==> src/rtl/ebr_access_arbiter_pkg.sv <==
// Shared constants and swap-state type for the EBR double-buffer access arbiter.
package display_pkg;
    localparam int LINES        = 64;
    localparam int LINE_W       = 6;
    localparam int DATA_W       = 64;
    localparam int ADDR_W       = LINE_W + 1;
    localparam int STARVE_LIMIT = 4;
    localparam int STARVE_W     = $clog2(STARVE_LIMIT + 1);

    typedef enum logic {
        SWAP_IDLE = 1'b0,
        SWAP_PEND = 1'b1
    } swap_state_t;

    // EBR address is the bank bit on top of the line index.
    function automatic logic [ADDR_W-1:0] ebr_addr(input logic bank, input logic [LINE_W-1:0] line);
        return {bank, line};
    endfunction
endpackage

==> src/rtl/ebr_access_arbiter_if.sv <==
// Request, memory and buffer-status signals of the EBR access arbiter.
interface ebr_access_arbiter_if;
    import display_pkg::*;

    logic              wr_req;
    logic [LINE_W-1:0] wr_line;
    logic [DATA_W-1:0] wr_data;
    logic              wr_ack;
    logic              rd_req;
    logic [LINE_W-1:0] rd_line;
    logic              rd_valid;
    logic [DATA_W-1:0] rd_data;
    logic              frame_done;
    logic              vblank;
    logic              mem_en;
    logic              mem_we;
    logic [ADDR_W-1:0] mem_addr;
    logic [DATA_W-1:0] mem_wdata;
    logic [DATA_W-1:0] mem_rdata;
    logic              front_sel;
    logic              swap_pulse;

    modport slave (
        input  wr_req, wr_line, wr_data, rd_req, rd_line, frame_done, vblank, mem_rdata,
        output wr_ack, rd_valid, rd_data, mem_en, mem_we, mem_addr, mem_wdata, front_sel, swap_pulse
    );

    modport master (
        output wr_req, wr_line, wr_data, rd_req, rd_line, frame_done, vblank, mem_rdata,
        input  wr_ack, rd_valid, rd_data, mem_en, mem_we, mem_addr, mem_wdata, front_sel, swap_pulse
    );
endinterface

==> src/rtl/ebr_access_arbiter_swap.sv <==
// Front/back buffer swap FSM: a finished frame waits in PEND until the next vblank.
module buffer_swap_fsm
    import display_pkg::*;
(
    input  logic clk,
    input  logic reset,
    input  logic frame_done,
    input  logic vblank,
    output logic front_sel,
    output logic swap_pulse,
    output logic pend
);

    swap_state_t state_q, state_d;
    logic        front_q, front_d;

    always_ff @(posedge clk) begin
        if (reset) begin
            state_q <= SWAP_IDLE;
            front_q <= 1'b0;
        end else begin
            state_q <= state_d;
            front_q <= front_d;
        end
    end

    // vblank is ignored in IDLE (even alongside frame_done) and frame_done in PEND.
    always_comb begin
        state_d    = state_q;
        front_d    = front_q;
        swap_pulse = 1'b0;
        case (state_q)
            SWAP_IDLE: begin
                if (frame_done) state_d = SWAP_PEND;
            end
            SWAP_PEND: begin
                if (vblank) begin
                    state_d    = SWAP_IDLE;
                    front_d    = ~front_q;
                    swap_pulse = 1'b1;
                end
            end
            default: state_d = SWAP_IDLE;
        endcase
        if (reset) swap_pulse = 1'b0;
    end

    assign front_sel = front_q;
    assign pend      = (state_q == SWAP_PEND);

endmodule

==> src/rtl/ebr_access_arbiter.sv <==
// Single-port EBR arbiter: display reads from the front bank, SPI writes to the back bank.
// Optional write-starvation guard enabled by defining EBR_ARB_STARVE_GUARD_EN.
module ebr_access_arbiter
    import display_pkg::*;
(
    input  logic                clk,
    input  logic                reset,
    ebr_access_arbiter_if.slave bus
);

    logic pend;
    logic front_sel;
    logic swap_pulse;
    logic rd_grant;
    logic wr_grant;
    logic force_wr;
    logic rd_valid_q;

    buffer_swap_fsm u_swap (
        .clk        (clk),
        .reset      (reset),
        .frame_done (bus.frame_done),
        .vblank     (bus.vblank),
        .front_sel  (front_sel),
        .swap_pulse (swap_pulse),
        .pend       (pend)
    );

`ifdef EBR_ARB_STARVE_GUARD_EN
    logic [STARVE_W-1:0] starve_cnt;

    // Only denials caused by a competing read count; PEND stalls do not.
    always_ff @(posedge clk) begin
        if (reset || wr_grant) begin
            starve_cnt <= '0;
        end else if (bus.wr_req && rd_grant && !pend) begin
            starve_cnt <= starve_cnt + STARVE_W'(1);
        end
    end

    assign force_wr = (starve_cnt == STARVE_W'(STARVE_LIMIT)) && bus.wr_req && !pend;
`else
    assign force_wr = 1'b0;
`endif

    // One access per cycle: forced write, then read, then write unless a frame is pending.
    always_comb begin
        rd_grant = 1'b0;
        wr_grant = 1'b0;
        if (!reset) begin
            if (force_wr) begin
                wr_grant = 1'b1;
            end else if (bus.rd_req) begin
                rd_grant = 1'b1;
            end else if (bus.wr_req && !pend) begin
                wr_grant = 1'b1;
            end
        end
    end

    always_comb begin
        bus.mem_en    = rd_grant | wr_grant;
        bus.mem_we    = wr_grant;
        bus.mem_addr  = '0;
        bus.mem_wdata = '0;
        if (rd_grant) begin
            bus.mem_addr = ebr_addr(front_sel, bus.rd_line);
        end else if (wr_grant) begin
            bus.mem_addr  = ebr_addr(~front_sel, bus.wr_line);
            bus.mem_wdata = bus.wr_data;
        end
    end

    always_ff @(posedge clk) begin
        if (reset) begin
            rd_valid_q <= 1'b0;
        end else begin
            rd_valid_q <= rd_grant;
        end
    end

    // The EBR output register holds the read data, so it is forwarded in the valid cycle.
    assign bus.rd_valid   = rd_valid_q & ~reset;
    assign bus.rd_data    = bus.rd_valid ? bus.mem_rdata : '0;
    assign bus.wr_ack     = wr_grant;
    assign bus.front_sel  = front_sel;
    assign bus.swap_pulse = swap_pulse;

endmodule

==> src/flat_wrapper.sv <==
// flat-port wrapper written by rule: the top's interface ports become plain ports
module ebr_access_arbiter_flat import display_pkg::*;
  (clk, reset, bus_wr_req, bus_wr_line, bus_wr_data, bus_rd_req, bus_rd_line, bus_frame_done, bus_vblank, bus_mem_rdata, bus_wr_ack, bus_rd_valid, bus_rd_data, bus_mem_en, bus_mem_we, bus_mem_addr, bus_mem_wdata, bus_front_sel, bus_swap_pulse);
  ebr_access_arbiter_if bus_i ();
  input  logic clk;
  input  logic reset;
  input wire logic [$bits(bus_i.wr_req)-1:0] bus_wr_req;
  input wire logic [$bits(bus_i.wr_line)-1:0] bus_wr_line;
  input wire logic [$bits(bus_i.wr_data)-1:0] bus_wr_data;
  input wire logic [$bits(bus_i.rd_req)-1:0] bus_rd_req;
  input wire logic [$bits(bus_i.rd_line)-1:0] bus_rd_line;
  input wire logic [$bits(bus_i.frame_done)-1:0] bus_frame_done;
  input wire logic [$bits(bus_i.vblank)-1:0] bus_vblank;
  input wire logic [$bits(bus_i.mem_rdata)-1:0] bus_mem_rdata;
  output wire logic [$bits(bus_i.wr_ack)-1:0] bus_wr_ack;
  output wire logic [$bits(bus_i.rd_valid)-1:0] bus_rd_valid;
  output wire logic [$bits(bus_i.rd_data)-1:0] bus_rd_data;
  output wire logic [$bits(bus_i.mem_en)-1:0] bus_mem_en;
  output wire logic [$bits(bus_i.mem_we)-1:0] bus_mem_we;
  output wire logic [$bits(bus_i.mem_addr)-1:0] bus_mem_addr;
  output wire logic [$bits(bus_i.mem_wdata)-1:0] bus_mem_wdata;
  output wire logic [$bits(bus_i.front_sel)-1:0] bus_front_sel;
  output wire logic [$bits(bus_i.swap_pulse)-1:0] bus_swap_pulse;
  assign bus_i.wr_req = bus_wr_req;
  assign bus_i.wr_line = bus_wr_line;
  assign bus_i.wr_data = bus_wr_data;
  assign bus_i.rd_req = bus_rd_req;
  assign bus_i.rd_line = bus_rd_line;
  assign bus_i.frame_done = bus_frame_done;
  assign bus_i.vblank = bus_vblank;
  assign bus_i.mem_rdata = bus_mem_rdata;
  assign bus_wr_ack = bus_i.wr_ack;
  assign bus_rd_valid = bus_i.rd_valid;
  assign bus_rd_data = bus_i.rd_data;
  assign bus_mem_en = bus_i.mem_en;
  assign bus_mem_we = bus_i.mem_we;
  assign bus_mem_addr = bus_i.mem_addr;
  assign bus_mem_wdata = bus_i.mem_wdata;
  assign bus_front_sel = bus_i.front_sel;
  assign bus_swap_pulse = bus_i.swap_pulse;
  ebr_access_arbiter u_core (.clk(clk), .reset(reset), .bus(bus_i));
endmodule
==> config.mk <==
export PLATFORM = sky130hd
export DESIGN_NAME = ebr_access_arbiter_flat
export DESIGN_NICKNAME = d
export VERILOG_FILES = /design/src/rtl/ebr_access_arbiter_pkg.sv /design/src/rtl/ebr_access_arbiter_if.sv /design/src/rtl/ebr_access_arbiter_swap.sv /design/src/rtl/ebr_access_arbiter.sv /design/src/flat_wrapper.sv
export SDC_FILE = /design/constraint.sdc
export NUM_CORES = 1
export LEC_CHECK = 0
export CORE_AREA = 2 2 111 113
export DETAILED_ROUTE_END_ITERATION = 6
export DIE_AREA = 0 0 113 115
export DONT_BUFFER_PORTS = 1
export HOLD_SLACK_MARGIN = 0.1
export PLACE_DENSITY_LB_ADDON = 0.1
export SLEW_MARGIN = 20
export SYNTH_ARGS = -nofsm -noshare
export SYNTH_HDL_FRONTEND = slang
export SYNTH_SLANG_ARGS = --single-unit
==> constraint.sdc <==
create_clock -name clk -period 1.2 [get_ports clk]
set_input_delay 0.18 -clock clk [delete_from_list [all_inputs] [get_ports clk]]
set_output_delay 0.18 -clock clk [all_outputs]
set_load 0.1 [all_outputs]
==> flow_metrics.env <==
export IMPL_outcome="finished, violations left"
export IMPL_violations="design-rule violations, negative setup slack"
export IMPL_initial_core_util_pct=10.29
export IMPL_syn_area_per_cell_um2=6.603
export IMPL_drt_iter0_markers=73
export IMPL_synth_compound_gate_area_share_pct=4.943
export IMPL_layout_common_cells="128 x and2_4, 15 x buf_12, 9 x clkbuf_16"
export IMPL_die_area_mm2=0.01300
export IMPL_place_inst=332
export IMPL_period_needed_ns=1.713
export IMPL_coreArea_mm2=0.01181
export IMPL_clk_latency_ns=0.22
export IMPL_hpwl_um=4937
export IMPL_grt_overflow=0
export IMPL_worstSetupStartpointType="flop"
export IMPL_viasPerCell=3.964
export IMPL_tns_ns=-56.94
export IMPL_path_cells="nor4b_4 -> buf_4 -> clkbuf_16 -> and2_4"
export IMPL_clk_path_buf_depth=2
export IMPL_path_buf_inv=2
export IMPL_synth_xor_xnor_area_share_pct=0
export IMPL_muxShareOfSynthArea_pct=0
export IMPL_worst_ep_arrival_time_ns=1.53
export IMPL_routedWlPerCell_um=19.28
export IMPL_grt_pass1_vias=1181
export IMPL_synth_seq_cells=3
export IMPL_slew_headroom_pct=79.59
export IMPL_yosys_area_share_simple_pct=80.02
export IMPL_grtUsageTotal_pct=7.828
export IMPL_grt_max_degree=67
export IMPL_synth_ff_type="dfxtp_1"
export IMPL_layout_commonest_cell="and2_4"
export IMPL_antenna_cells=0
export IMPL_vias=1415
export IMPL_grt_pass1_wl_um=7700
export IMPL_dieWidth_um=113
export IMPL_finalNonFillerCells=357
export IMPL_vdd_drop_max_uv=782.4
export IMPL_maxCapViolCount=0
export IMPL_final_hold_viol_count=0
export IMPL_synthDistinctLibCells=19
export IMPL_ys_seq_area_share_pct=4.943
export IMPL_port_buffers=0
export IMPL_clockRootBuffer="clkbuf_16"
export IMPL_syn_nets=330
export IMPL_setup_viol=140
export IMPL_async_flop_share_pct=0
export IMPL_rsz0062_at_grt="true"
export IMPL_synth_top_family_by_area="simple AND/OR/NAND/NOR gates"
export IMPL_drtAntennaViolNets=0
export IMPL_comb_power_share_pct=71.0
export IMPL_synth_edf_count=0
export IMPL_antenna_found_initial=0
export IMPL_whs_ns=0.1197
export IMPL_critPathMaxStageDelay_ns=0.36
export IMPL_post_route_period_util_pct=142.7
export IMPL_finClkSkew_ns=0.00001442
export IMPL_worst_pin_slew_ns=0.3077
export IMPL_drt_wl_total_um=6884
export IMPL_synth_fa_ha_area_share_pct=0
export IMPL_fin_ws_ns=-0.5129
export IMPL_p_switching_uw=1246
export IMPL_crit_path_end_kind="primary output"
export IMPL_p_int_uw=945.2
export IMPL_required_ns=1.02
export IMPL_p_leak_uw=0.001063
export IMPL_gp_congestion=0.7609
export IMPL_syn_to_final_growth_pct=112.0
export IMPL_yosysWarnings=0
export IMPL_max_freq_ghz=0.5838
export IMPL_cp_slowest_cell="and2_4"
export IMPL_rows=40
export IMPL_p_sw_share_pct=56.87
export IMPL_hold_class="in -> reg"
export IMPL_cts_sinks=3
export IMPL_cts_buffers=3
export IMPL_dpl_cell_area_mm2=0.002097
export IMPL_pwr_share_seq_pct=5.1
export IMPL_drc=17
export IMPL_finalInstanceArea_mm2=0.002576
export IMPL_cp_top_family="simple AND/OR/NAND/NOR gates"
export IMPL_critPathMaxFanout=33
export IMPL_critPathKind="reg -> out"
export IMPL_p_per_area_mw_per_mm2=850.6
export IMPL_cts_tree="done"
export IMPL_htreeDepth=1
export IMPL_clock_power_share_pct=24.0
export IMPL_netlist_area_mm2=0.001215
export IMPL_die_height_um=115
export IMPL_ioPinCount=287
export IMPL_layout_drive_gt1_share_pct=90.48
export IMPL_drt_pre_antenna_iters=7
export IMPL_synthCells=184
export IMPL_path_clk_slew_ns=0.03
export IMPL_fin_nets=357
export IMPL_final_max_slew_viol_count=0
## final timing paths
path,from,slack [ns],depth (start not counted),to
worst max-delay path,u_core.u_swap.pend,-0.51,4,bus_mem_wdata[22]
worst min-delay path,bus_vblank,0.12,2,u_core.u_swap.front_sel
worst max register to register,u_core.u_swap.pend,0.31,3,u_core.u_swap.front_sel
worst min register to register,u_core.u_swap.front_sel,0.64,3,u_core.u_swap.front_sel
## synth_stat cells (2+ instances only)
library cell / number / area share [%]
nor2_1: 2 / 0.62
nand2b_1: 3 / 1.5
buf_6: 6 / 5.6
clkbuf_1: 9 / 2.8
nand2_1: 8 / 2.5
a21oi_1: 10 / 4.1
and2_1: 128 / 66
or4bb_1: 2 / 1.9
nand4bb_1: 4 / 3.7
dfxtp_1: 3 / 4.9
## through the flow
step | utilization [%] | total power (uW) | setup slack, ns
after CTS | 20.14 | 2154 | -0.5316
after global placement | 17.75 | 1549 | -0.2795
after global routing | 21.81 | 2249 | -0.5517
after detailed placement | 17.75 | 1546 | -0.2992
final | 21.81 | 2191 | -0.5129
after floorplan | - | 1470 | -0.5262
## power by group through the flow
stage	combinational, uW	clock [uW]	sequential (uW)
finish	1550	525	111
global route	1590	547	112
CTS	1500	538	112
detailed placement	1430	0	113
global placement	1440	0	113
floorplan	1340	0	126
## layer usage
| metal | track usage [%] | vias to the layer above | part of all wire (%) |
|---|---|---|---|
| li1 | - | 620 | - |
| met1 | 10.21 | 684 | 40 |
| met2 | 14.17 | 109 | 53 |
| met3 | 0.7380 | 2 | 6.7 |
| met4 | 1.463 | 0 | 0.13 |
| met5 | 0 | - | 0 |
## cell type report
type / count / area (um^2)
fillers: 1255 / 9235
multi-input cells: 162 / 1541
repair buffers: 40 / 700.7
well taps: 147 / 183.9
clock buffers: 4 / 78.83
flip-flops and latches: 3 / 67.56
inverters: 1 / 3.754
## worst reg2reg max path: stages, from the launching register on
cell     delay [ns]
dfxtp_4        0.35
buf_4          0.16
a21bo_2        0.19
a21oi_1        0.11
## repair_timing
item / 4_1_cts / 5_1_grt
hold buffers: 2 / 0
resized for setup: 7 / 8
gates cloned: 4 / 7
hold endpoints to repair: 3 / 0
pin swaps: 60 / 57
endpoints found under the setup margin: 140 / 140
buffers inserted: 3 / 6
## kinds of logic (layout without fill, tap and decap cells)
| kind of cell | count (synthesis) | count (layout) |
|---|---|---|
| AOI/OAI and AO/OA | 11 | 11 |
| buffers and inverters | 19 | 45 |
| DFF | 3 | 3 |
| and+or+nand+nor | 151 | 151 |
## registers in the layout, indices dropped and copies added (netlist names)
register and flops:
u_core.rd_valid_q 1, u_core.u_swap.front_sel 1, u_core.u_swap.pend 1
Note: power is estimated with default switching activity, not from simulation.
